--- config.mk ---
export PLATFORM = sky130hd
export DESIGN_NAME = tinyalu_requester
export DESIGN_NICKNAME = d
export VERILOG_FILES = /design/src/rtl/tinyalu_req_pkg.sv /design/src/rtl/tinyalu_req_fifo.sv /design/src/rtl/tinyalu_requester.sv
export SDC_FILE = /design/constraint.sdc
export NUM_CORES = 1
export LEC_CHECK = 0
export ABC_CLOCK_PERIOD_IN_PS = 7650
export CORE_ASPECT_RATIO = 0.9
export CORE_MARGIN = 2
export CORE_UTILIZATION = 57
export CTS_CLUSTER_SIZE = 14
export DETAILED_ROUTE_END_ITERATION = 16
export PLACE_DENSITY_LB_ADDON = 0.05
export SYNTH_ARGS = -nofsm -noshare
export SYNTH_HDL_FRONTEND = slang
export SYNTH_HIERARCHICAL = 1
export SYNTH_SLANG_ARGS = --single-unit
--- constraint.sdc ---
create_clock -name clk -period 7.65 [get_ports clk]
set_input_delay 1.53 -clock clk [delete_from_list [all_inputs] [get_ports clk]]
set_output_delay 1.53 -clock clk [all_outputs]
set_load 0.02 [all_outputs]
--- src/rtl/tinyalu_req_pkg.sv ---
`default_nettype none
// ============================================================================
// tinyalu_req_pkg : shared types and widths for the TinyALU command requester
// Revision 1.0
// ============================================================================
package tinyalu_req_pkg;

    localparam int OPND_W = 8;
    localparam int RES_W  = 16;
    localparam int OP_W   = 3;

    typedef enum logic [OP_W-1:0] {
        OP_NOP = 3'd0,
        OP_ADD = 3'd1,
        OP_AND = 3'd2,
        OP_XOR = 3'd3,
        OP_MUL = 3'd4
    } op_e;

    typedef enum logic [1:0] {
        ST_IDLE   = 2'd0,
        ST_SINGLE = 2'd1,
        ST_MULT   = 2'd2,
        ST_RESP   = 2'd3
    } state_e;

    typedef struct packed {
        logic [OP_W-1:0]   op;
        logic [OPND_W-1:0] a;
        logic [OPND_W-1:0] b;
    } cmd_t;

    function automatic logic is_single_cycle(input logic [OP_W-1:0] op);
        return (op == OP_ADD) || (op == OP_AND) || (op == OP_XOR);
    endfunction

endpackage
`default_nettype wire

--- src/rtl/tinyalu_req_fifo.sv ---
`default_nettype none
// ============================================================================
// tinyalu_req_fifo : synchronous command FIFO with registered push-side ready
// Revision 1.0
// ============================================================================
module tinyalu_req_fifo #(
    parameter int DEPTH = 4,
    parameter int WIDTH = 19
) (
    input  logic             clk,
    input  logic             reset_n,
    input  logic             push_valid,
    output logic             push_ready,
    input  logic [WIDTH-1:0] push_data,
    input  logic             pop,
    output logic [WIDTH-1:0] head_data,
    output logic             empty
);
    localparam int PTR_W = $clog2(DEPTH);
    localparam int CNT_W = PTR_W + 1;

    logic [WIDTH-1:0] mem_q [DEPTH];
    logic [PTR_W-1:0] wr_ptr_q, wr_ptr_d;
    logic [PTR_W-1:0] rd_ptr_q, rd_ptr_d;
    logic [CNT_W-1:0] count_q, count_d;
    logic             ready_q, ready_d;
    logic             do_push, do_pop;

    assign do_push    = push_valid && ready_q;
    assign do_pop     = pop && (count_q != '0);
    assign empty      = (count_q == '0);
    assign push_ready = ready_q;
    assign head_data  = mem_q[rd_ptr_q];

    // Pointers wrap naturally because DEPTH is a power of two.
    always_comb begin
        wr_ptr_d = wr_ptr_q + PTR_W'(do_push);
        rd_ptr_d = rd_ptr_q + PTR_W'(do_pop);
        count_d  = count_q + CNT_W'(do_push) - CNT_W'(do_pop);
        ready_d  = (count_d != CNT_W'(DEPTH));
    end

    always_ff @(posedge clk or negedge reset_n) begin
        if (!reset_n) begin
            wr_ptr_q <= '0;
            rd_ptr_q <= '0;
            count_q  <= '0;
            ready_q  <= 1'b0;
        end else begin
            wr_ptr_q <= wr_ptr_d;
            rd_ptr_q <= rd_ptr_d;
            count_q  <= count_d;
            ready_q  <= ready_d;
        end
    end

    always_ff @(posedge clk) begin
        if (do_push) begin
            mem_q[wr_ptr_q] <= push_data;
        end
    end

endmodule
`default_nettype wire

--- src/rtl/tinyalu_requester.sv ---
`default_nettype none
// ============================================================================
// tinyalu_requester : queues ALU commands, drives the TinyALU start/op/A/B
// protocol and returns one response per command. Optional done-timeout is
// enabled with `define TINYALU_REQ_TIMEOUT_EN.
// Revision 1.0
// ============================================================================
module tinyalu_requester
    import tinyalu_req_pkg::*;
#(
    parameter int DEPTH   = 4,
    parameter int TIMEOUT = 8
) (
    input  logic              clk,
    input  logic              reset_n,
    input  logic              cmd_valid,
    output logic              cmd_ready,
    input  logic [OP_W-1:0]   cmd_op,
    input  logic [OPND_W-1:0] cmd_a,
    input  logic [OPND_W-1:0] cmd_b,
    output logic              rsp_valid,
    input  logic              rsp_ready,
    output logic [RES_W-1:0]  rsp_result,
    output logic [OP_W-1:0]   rsp_op,
    output logic              rsp_err,
    output logic              alu_start,
    output logic [OP_W-1:0]   alu_op,
    output logic [OPND_W-1:0] alu_a,
    output logic [OPND_W-1:0] alu_b,
    input  logic              alu_done,
    input  logic [RES_W-1:0]  alu_result,
    output logic              busy
);
    state_e            state_q, state_d;
    logic              prev_idle_q, prev_idle_d;
    logic [OP_W-1:0]   op_q, op_d;
    logic [OPND_W-1:0] a_q, a_d;
    logic [OPND_W-1:0] b_q, b_d;
    logic [RES_W-1:0]  res_q, res_d;
    logic [OP_W-1:0]   rop_q, rop_d;
    logic              err_q, err_d;

    cmd_t push_cmd;
    cmd_t head;
    logic fifo_empty;
    logic fifo_pop;
    logic launch;
    logic start_now;
    logic timed_out;

    assign push_cmd = {cmd_op, cmd_a, cmd_b};

    tinyalu_req_fifo #(
        .DEPTH (DEPTH),
        .WIDTH ($bits(cmd_t))
    ) u_fifo (
        .clk        (clk),
        .reset_n    (reset_n),
        .push_valid (cmd_valid),
        .push_ready (cmd_ready),
        .push_data  (push_cmd),
        .pop        (fifo_pop),
        .head_data  (head),
        .empty      (fifo_empty)
    );

`ifdef TINYALU_REQ_TIMEOUT_EN
    localparam int CNT_W = $clog2(TIMEOUT + 1) + 1;
    logic [CNT_W-1:0] cnt_q, cnt_d;
    assign timed_out = (cnt_q == CNT_W'(TIMEOUT));
`else
    // Without the counter TIMEOUT has no effect and this is constant low.
    assign timed_out = (TIMEOUT < 0);
`endif

    // Launch only after a full IDLE cycle so alu_start always has a low gap.
    assign launch = (state_q == ST_IDLE) && prev_idle_q && !fifo_empty;

    always_comb begin
        state_d     = state_q;
        prev_idle_d = (state_q == ST_IDLE);
        op_d        = op_q;
        a_d         = a_q;
        b_d         = b_q;
        res_d       = res_q;
        rop_d       = rop_q;
        err_d       = err_q;
        fifo_pop    = 1'b0;
        start_now   = 1'b0;
`ifdef TINYALU_REQ_TIMEOUT_EN
        cnt_d       = cnt_q;
`endif
        unique case (state_q)
            ST_IDLE: begin
                if (launch) begin
                    fifo_pop = 1'b1;
                    op_d     = head.op;
                    a_d      = head.a;
                    b_d      = head.b;
                    rop_d    = head.op;
`ifdef TINYALU_REQ_TIMEOUT_EN
                    // The launch cycle itself counts as the first waited cycle.
                    cnt_d    = CNT_W'(2);
`endif
                    if (is_single_cycle(head.op)) begin
                        state_d   = ST_SINGLE;
                        start_now = 1'b1;
                    end else if (head.op == OP_MUL) begin
                        state_d   = ST_MULT;
                        start_now = 1'b1;
                    end else begin
                        res_d   = '0;
                        err_d   = (head.op != OP_NOP);
                        state_d = ST_RESP;
                    end
                end
            end
            ST_SINGLE, ST_MULT: begin
                if (alu_done) begin
                    res_d   = alu_result;
                    err_d   = 1'b0;
                    state_d = ST_RESP;
                end else if (timed_out) begin
                    res_d   = '0;
                    err_d   = 1'b1;
                    state_d = ST_RESP;
                end
`ifdef TINYALU_REQ_TIMEOUT_EN
                else begin
                    cnt_d = cnt_q + CNT_W'(1);
                end
`endif
            end
            ST_RESP: begin
                if (rsp_ready) begin
                    state_d = ST_IDLE;
                end
            end
            default: state_d = ST_IDLE;
        endcase
    end

    always_ff @(posedge clk or negedge reset_n) begin
        if (!reset_n) begin
            state_q     <= ST_IDLE;
            prev_idle_q <= 1'b0;
            op_q        <= '0;
            a_q         <= '0;
            b_q         <= '0;
            res_q       <= '0;
            rop_q       <= '0;
            err_q       <= 1'b0;
`ifdef TINYALU_REQ_TIMEOUT_EN
            cnt_q       <= '0;
`endif
        end else begin
            state_q     <= state_d;
            prev_idle_q <= prev_idle_d;
            op_q        <= op_d;
            a_q         <= a_d;
            b_q         <= b_d;
            res_q       <= res_d;
            rop_q       <= rop_d;
            err_q       <= err_d;
`ifdef TINYALU_REQ_TIMEOUT_EN
            cnt_q       <= cnt_d;
`endif
        end
    end

    assign alu_start  = start_now || (state_q == ST_MULT);
    assign alu_op     = launch ? head.op : op_q;
    assign alu_a      = launch ? head.a  : a_q;
    assign alu_b      = launch ? head.b  : b_q;
    assign rsp_valid  = (state_q == ST_RESP);
    assign rsp_result = res_q;
    assign rsp_op     = rop_q;
    assign rsp_err    = err_q;
    assign busy       = (state_q != ST_IDLE) || !fifo_empty;

endmodule
`default_nettype wire

==> results.yml, run 1 <==
status:
  status: "finished clean"
setup_path:
  regToRegSetupSlack_ns: 3.83
  crit_path_end: "alu_start"
  cp.arrival_ns: 3.50
  cp.required_ns: 6.12
  startpoint_type: "flop"
  crit_type: "reg -> out"
  worst-r2r-cell-count: 10
  cp-end-kind: "primary output"
  r2r_start: "u_fifo/count_q[1]$_DFF_PN0_"
  crit_path_start: "u_fifo/count_q[1]$_DFF_PN0_"
  r2r-end: "u_fifo/push_ready$_DFF_PN0_"
  cp_max_fo: 24
placement:
  gp_congestion: 0.717
  post-place-ws_ns: 3.16
  numPortBuffers: 82
  placed_cells: 535
  post-dp-hpwl_mm: 5.93
timing:
  worst-slew-pin-transition_ns: 1.03
  fin_crit_ns: 5.03
  setup_viol_count_final: 0
  rsz0062_at_grt: "no"
  hold_slack_ns: 0.467
  fmax_ghz: 0.199
  fin_setup_tns_ns: 0
  worst_slack_ns: 2.62
  final_hold_viol_count: 0
  fin_skew_ns: 0.0117
  final-max-slew-violation-count: 0
  slew_headroom: 0.316
  fin_crit_sh: 0.657
worst_hold_path:
  hold_path.class: "reg -> reg"
route:
  wl_per_cell_um: 16.6
  ant_nets: 0
  first_pass_iters: 4
  wl_mm: 9.39
  via_per_inst: 5.16
  num_vias: 2926
  drcViolationCount: 0
  drt_iter0_markers: 159
floorplan:
  dieArea_um2: 9650
  die-height_um: 93.4
  start_util: 0.588
  core_area_um2: 8610
  boundaryPins: 83
  rows: 32
  dieWidth_um: 103
power:
  total_power_mw: 3.00
  p_leak_nw: 2.76
  powerDensity_nw_per_um2: 457
  ir_drop_uv: 200
cts:
  cts_tree: "yes"
  cts_buffers: 17
  clk_latency_ns: 0.51
  cts_hold_buf: 0
  htree_levels: 4
  clockBufferDepth: 2
  clock-sinks: 126
  cts-root-buf: "clkbuf_8"
  cts_resized: 0
  cts.clk_slew.worst_paths_ns: 0.06
  post-cts-setup-buffers: 0
final_layout:
  final_cell_mix: "nand2_1, clkdlybuf4s50_1, edfxtp_1"
  final_nets: 481
  drive_above_1_share: 0.134
  syn_to_final_growth_pct: 30.0
  n_fill_cell: 534
  antenna_cells: 0
  stdcell_count: 567
  final_common_cell: "nand2_1"
job:
  maxCapViolCount: 0
synth:
  synthCells: 342
  synth_cell_types: 37
  syn_nets: 388
  syn-cell-area_um2: 5060
  ys_seq_area_frac: 0.698
  ys_seq_elements: 126
  yosysWarnings: 6
  syn_area_per_cell_um2: 14.8
global_route:
  grt_max_degree: 51
  grt_usage: 0.217
  grt_pass1_wl_mm: 15.0
  grt_overflow: 0
  antenna_found_initial: 0
  grt_pass1_vias: 2997
==> registers in the layout (all words and copies together) (netlist names) <==
| signal | count |
|---|---|
| u_fifo/mem_q | 76 |
| rsp_err | 1 |
| u_fifo/wr_ptr_q | 2 |
| rsp_op | 3 |
| u_fifo/count_q | 3 |
| b_q | 8 |
| u_fifo/push_ready | 1 |
| u_fifo/rd_ptr_q | 2 |
| state_q | 2 |
| a_q | 8 |
| prev_idle_q | 1 |
| op_q | 3 |
| rsp_result | 16 |
==> synth_stat cells <==
cell type	number	area [um2]
a21bo_2	1	10.0
a21oi_1	2	10.0
a21oi_2	1	8.76
a22o_1	3	26.3
a2bb2oi_1	1	8.76
a31o_2	1	8.76
and4_1	1	8.76
buf_2	2	10.0
buf_4	3	22.5
buf_6	3	33.8
clkbuf_1	5	18.8
dfrtp_1	50	1250
edfxtp_1	76	2280
fa_1	1	20.0
ha_1	5	62.6
inv_1	24	90.1
inv_2	1	3.75
mux2i_1	17	170
mux4_1	5	131
mux4_2	14	315
nand2_1	104	390
nand2_4	1	11.3
nand2b_1	2	12.5
nand3_2	1	10.0
nor2_1	2	7.51
nor3_1	2	10.0
nor3b_1	2	15.0
o21ai_0	1	5.00
o22ai_1	1	6.26
o311ai_0	1	8.76
o31ai_1	1	7.51
or2_1	1	6.26
or3_1	1	6.26
or3_4	1	11.3
xnor2_1	2	17.5
xor2_1	2	17.5
xor3_1	1	23.8
==> cell families after synthesis <==
family,count (synthesis),share of synthesized area
flops,126,0.698
fa+ha+maj,6,0.0163
simple gates,118,0.0967
compound gates,13,0.0198
mux,36,0.122
buf+inv,38,0.0354
xor+xnor,5,0.0116
==> power breakdown <==
group | internal (mW) | switching (mW)
Sequential | 0.936 | 0.114
Combinational | 0.550 | 0.622
Clock | 0.495 | 0.285
==> worst max-delay path: stages (launching register included) <==
cell and delay, ns:
dfrtp_1 0.42, nor3_1 0.32, nand2b_1 0.21, or2_1 0.74, inv_2 0.42, a31o_2 0.33, clkdlybuf4s50_1 0.53
==> layout make-up <==
cell class,count,area (um2),share of cell area
flip-flops and latches,126,3530,0.537
multi-input cells,178,1360,0.207
repair buffers,87,853,0.130
clock buffers,18,418,0.0635
clock inverters,14,170,0.0259
well taps,119,149,0.0226
inverters,25,93.8,0.0143
==> stage by stage <==
| stage | instance area (um2) | utilization |
|---|---|---|
| 2_1_floorplan | 5060 | - |
| 3_3_place_gp | 5990 | 0.696 |
| 3_5_place_dp | 5990 | 0.696 |
| 4_1_cts | 6580 | 0.764 |
| 5_1_grt | 6580 | 0.764 |
| 6_report | 6580 | 0.764 |
==> layer usage <==
layer  vias up  share of wire  wire length (um)  track usage
met5         -              0                 0            0
met4         0         0.0040                38       0.0888
met3         2          0.049               458       0.0635
met2        85           0.51              4770        0.334
met1      1454           0.44              4120        0.294
li1       1385              -                 -            -
==> worst min path at each step <==
stage,startpoint,end,slack (ns),cells after the start
3_5_place_dp,op_q[1]$_DFFE_PN0P_,op_q[1]$_DFFE_PN0P_,0.46,2
4_1_cts,op_q[1]$_DFFE_PN0P_,op_q[1]$_DFFE_PN0P_,0.47,2
2_1_floorplan,a_q[0]$_DFFE_PN0P_,a_q[0]$_DFFE_PN0P_,0.44,2
6_report,op_q[1]$_DFFE_PN0P_,op_q[1]$_DFFE_PN0P_,0.47,2
3_3_place_gp,a_q[2]$_DFFE_PN0P_,a_q[2]$_DFFE_PN0P_,0.45,2
5_1_grt,op_q[1]$_DFFE_PN0P_,op_q[1]$_DFFE_PN0P_,0.48,2
(Power assumes the default switching activity.)
==> run 2: changes to the inputs <==
--- a/config.mk
+++ b/config.mk
@@ -5,10 +5,10 @@
 export SDC_FILE = /design/constraint.sdc
 export NUM_CORES = 1
 export LEC_CHECK = 0
-export ABC_CLOCK_PERIOD_IN_PS = 7650
+export ABC_CLOCK_PERIOD_IN_PS = 4800
 export CORE_ASPECT_RATIO = 0.9
 export CORE_MARGIN = 2
-export CORE_UTILIZATION = 57
+export CORE_UTILIZATION = 53
 export CTS_CLUSTER_SIZE = 14
 export DETAILED_ROUTE_END_ITERATION = 16
 export PLACE_DENSITY_LB_ADDON = 0.05
==> constraint.sdc (replaced) <==
create_clock -name clk -period 4.8 [get_ports clk]
set_input_delay 0.96 -clock clk [delete_from_list [all_inputs] [get_ports clk]]
set_output_delay 0.96 -clock clk [all_outputs]
set_load 0.02 [all_outputs]
==> run 2 against run 1 <==
  * Wire length grew 4.1%
  * Register-to-register slack lost 2.3 ns
  * Power grew 59%
  * Sequential cell count is the same
  * Non-clock buffer count grew 2
  * Clock power grew 57%
  * Critical endpoint unchanged
==> results.yml, run 2 (synthesis results as in run 1) <==
global_route:
  grt_pass1_wl_mm: 16.1
  antenna_found_initial: 0
  grt_overflow: 0
  grt_pass1_vias: 3099
  grt_max_degree: 51
  grt_usage: 0.209
cts:
  clk_latency_ns: 0.52
  htree_levels: 4
  cts_hold_buf: 0
  post-cts-setup-buffers: 0
  cts-root-buf: "clkbuf_8"
  cts.clk_slew.worst_paths_ns: 0.06
  clockBufferDepth: 2
  cts_tree: "yes"
  cts_buffers: 17
  cts_resized: 0
  clock-sinks: 126
floorplan:
  dieWidth_um: 107
  boundaryPins: 83
  die-height_um: 96.7
  dieArea_um2: 10300
  rows: 33
  core_area_um2: 9210
  start_util: 0.550
timing:
  fin_crit_ns: 3.96
  final_hold_viol_count: 0
  hold_slack_ns: 0.465
  worst-slew-pin-transition_ns: 1.01
  fin_skew_ns: 0.0110
  rsz0062_at_grt: "no"
  final-max-slew-violation-count: 0
  setup_viol_count_final: 0
  fin_crit_sh: 0.825
  fmax_ghz: 0.252
  slew_headroom: 0.325
  fin_setup_tns_ns: 0
worst_hold_path:
  worstHoldStart: "b_q[1]$_DFFE_PN0P_"
  hold_path.class: "reg -> reg"
  holdPathEnd: "b_q[1]$_DFFE_PN0P_"
  whs_path_depth: 2
route:
  drcViolationCount: 0
  wl_mm: 9.77
  wl_per_cell_um: 17.1
  ant_nets: 0
  first_pass_iters: 5
  via_per_inst: 5.26
  drt_iter0_markers: 190
  num_vias: 3007
status:
  status: "finished clean"
setup_path:
  worst-r2r-cell-count: 11
  crit_type: "reg -> out"
  cp-end-kind: "primary output"
  r2r_start: "state_q[0]$_DFFE_PN0P_"
  cp.required_ns: 3.84
  startpoint_type: "flop"
  r2r-end: "u_fifo/push_ready$_DFF_PN0_"
  cp_max_fo: 8
  regToRegSetupSlack_ns: 1.49
  cp.arrival_ns: 3.00
final_layout:
  antenna_cells: 0
  final_common_cell: "nand2_1"
  fin_area_um2: 6590
  final_cell_mix: "nand2_1, clkdlybuf4s50_1, edfxtp_1"
  stdcell_count: 572
  drive_above_1_share: 0.142
  largest_reg_flops: 76
  regMostFlops: "u_fifo/mem_q"
  utilization: 0.716
  final_nets: 483
  syn_to_final_growth_pct: 30.2
power:
  ir_drop_uv: 367
  p_leak_nw: 2.75
  powerDensity_nw_per_um2: 727
placement:
  numPortBuffers: 82
  post-dp-hpwl_mm: 5.85
  placed_cells: 540
  gp_congestion: 0.766
  placedInstanceArea_um2: 6010
job:
  maxCapViolCount: 0
-- run 2: cell count changes in the layout (fill, tap and decap cells not counted), moves of 2 or more --
cell	before	now
clkinv_4	5	2
buf_4	5	7
inv_6	0	3
clkinv_2	2	0
clkinvlp_4	3	8
-- run 2: metal layers --
metal	vias to the layer above	track usage	routed length, um
li1	1392	-	-
met1	1511	0.279	4310
met2	86	0.332	4860
met3	18	0.0559	431
met4	0	0.0809	170
met5	-	0	0
-- run 2: critical path, stage by stage (launching register included) --
cell and delay, ns:
dfrtp_1 0.66, mux4_2 0.62, or3_4 0.42, a31o_2 0.25, clkdlybuf4s50_1 0.53
-- run 2: through the flow --
| step | setup WS, ns | total power, mW |
|---|---|---|
| 6_report | 0.839 | 4.79 |
| 5_1_grt | 0.604 | 5.07 |
| 4_1_cts | 0.778 | 4.85 |
| 3_5_place_dp | 1.40 | 3.58 |
| 3_3_place_gp | 1.44 | 3.54 |
| 2_1_floorplan | 1.79 | 2.92 |
-- run 2: final cells by class --
type / instances / area, um2
Clock buffer: 17 / 414
Clock inverter: 15 / 164
Fill cell: 636 / 2620
Inverter: 25 / 93.8
Multi-Input combinational cell: 178 / 1360
Sequential cell: 126 / 3530
Tap cell: 122 / 153
Timing Repair Buffer: 89 / 868
-- run 2: report_power, final --
group / switching (mW) / total [mW] / internal (mW)
combinational: 1.02 / 1.91 / 0.884
clock: 0.486 / 1.23 / 0.743
sequential: 0.159 / 1.65 / 1.49
-- run 2: worst max-delay path by stage --
stage                                              end  cells past startpoint                         start
after detailed placement                     alu_start                      4  u_fifo/rd_ptr_q[0]$_DFF_PN0_
after global placement                       alu_start                      4  u_fifo/rd_ptr_q[0]$_DFF_PN0_
after global routing                         alu_op[2]                      8        state_q[0]$_DFFE_PN0P_
after floorplan           u_fifo/mem_q[1][0]$_DFFE_PP_                      2                     cmd_valid
after CTS                                    alu_start                      4  u_fifo/rd_ptr_q[0]$_DFF_PN0_
final                                        alu_start                      4  u_fifo/rd_ptr_q[0]$_DFF_PN0_
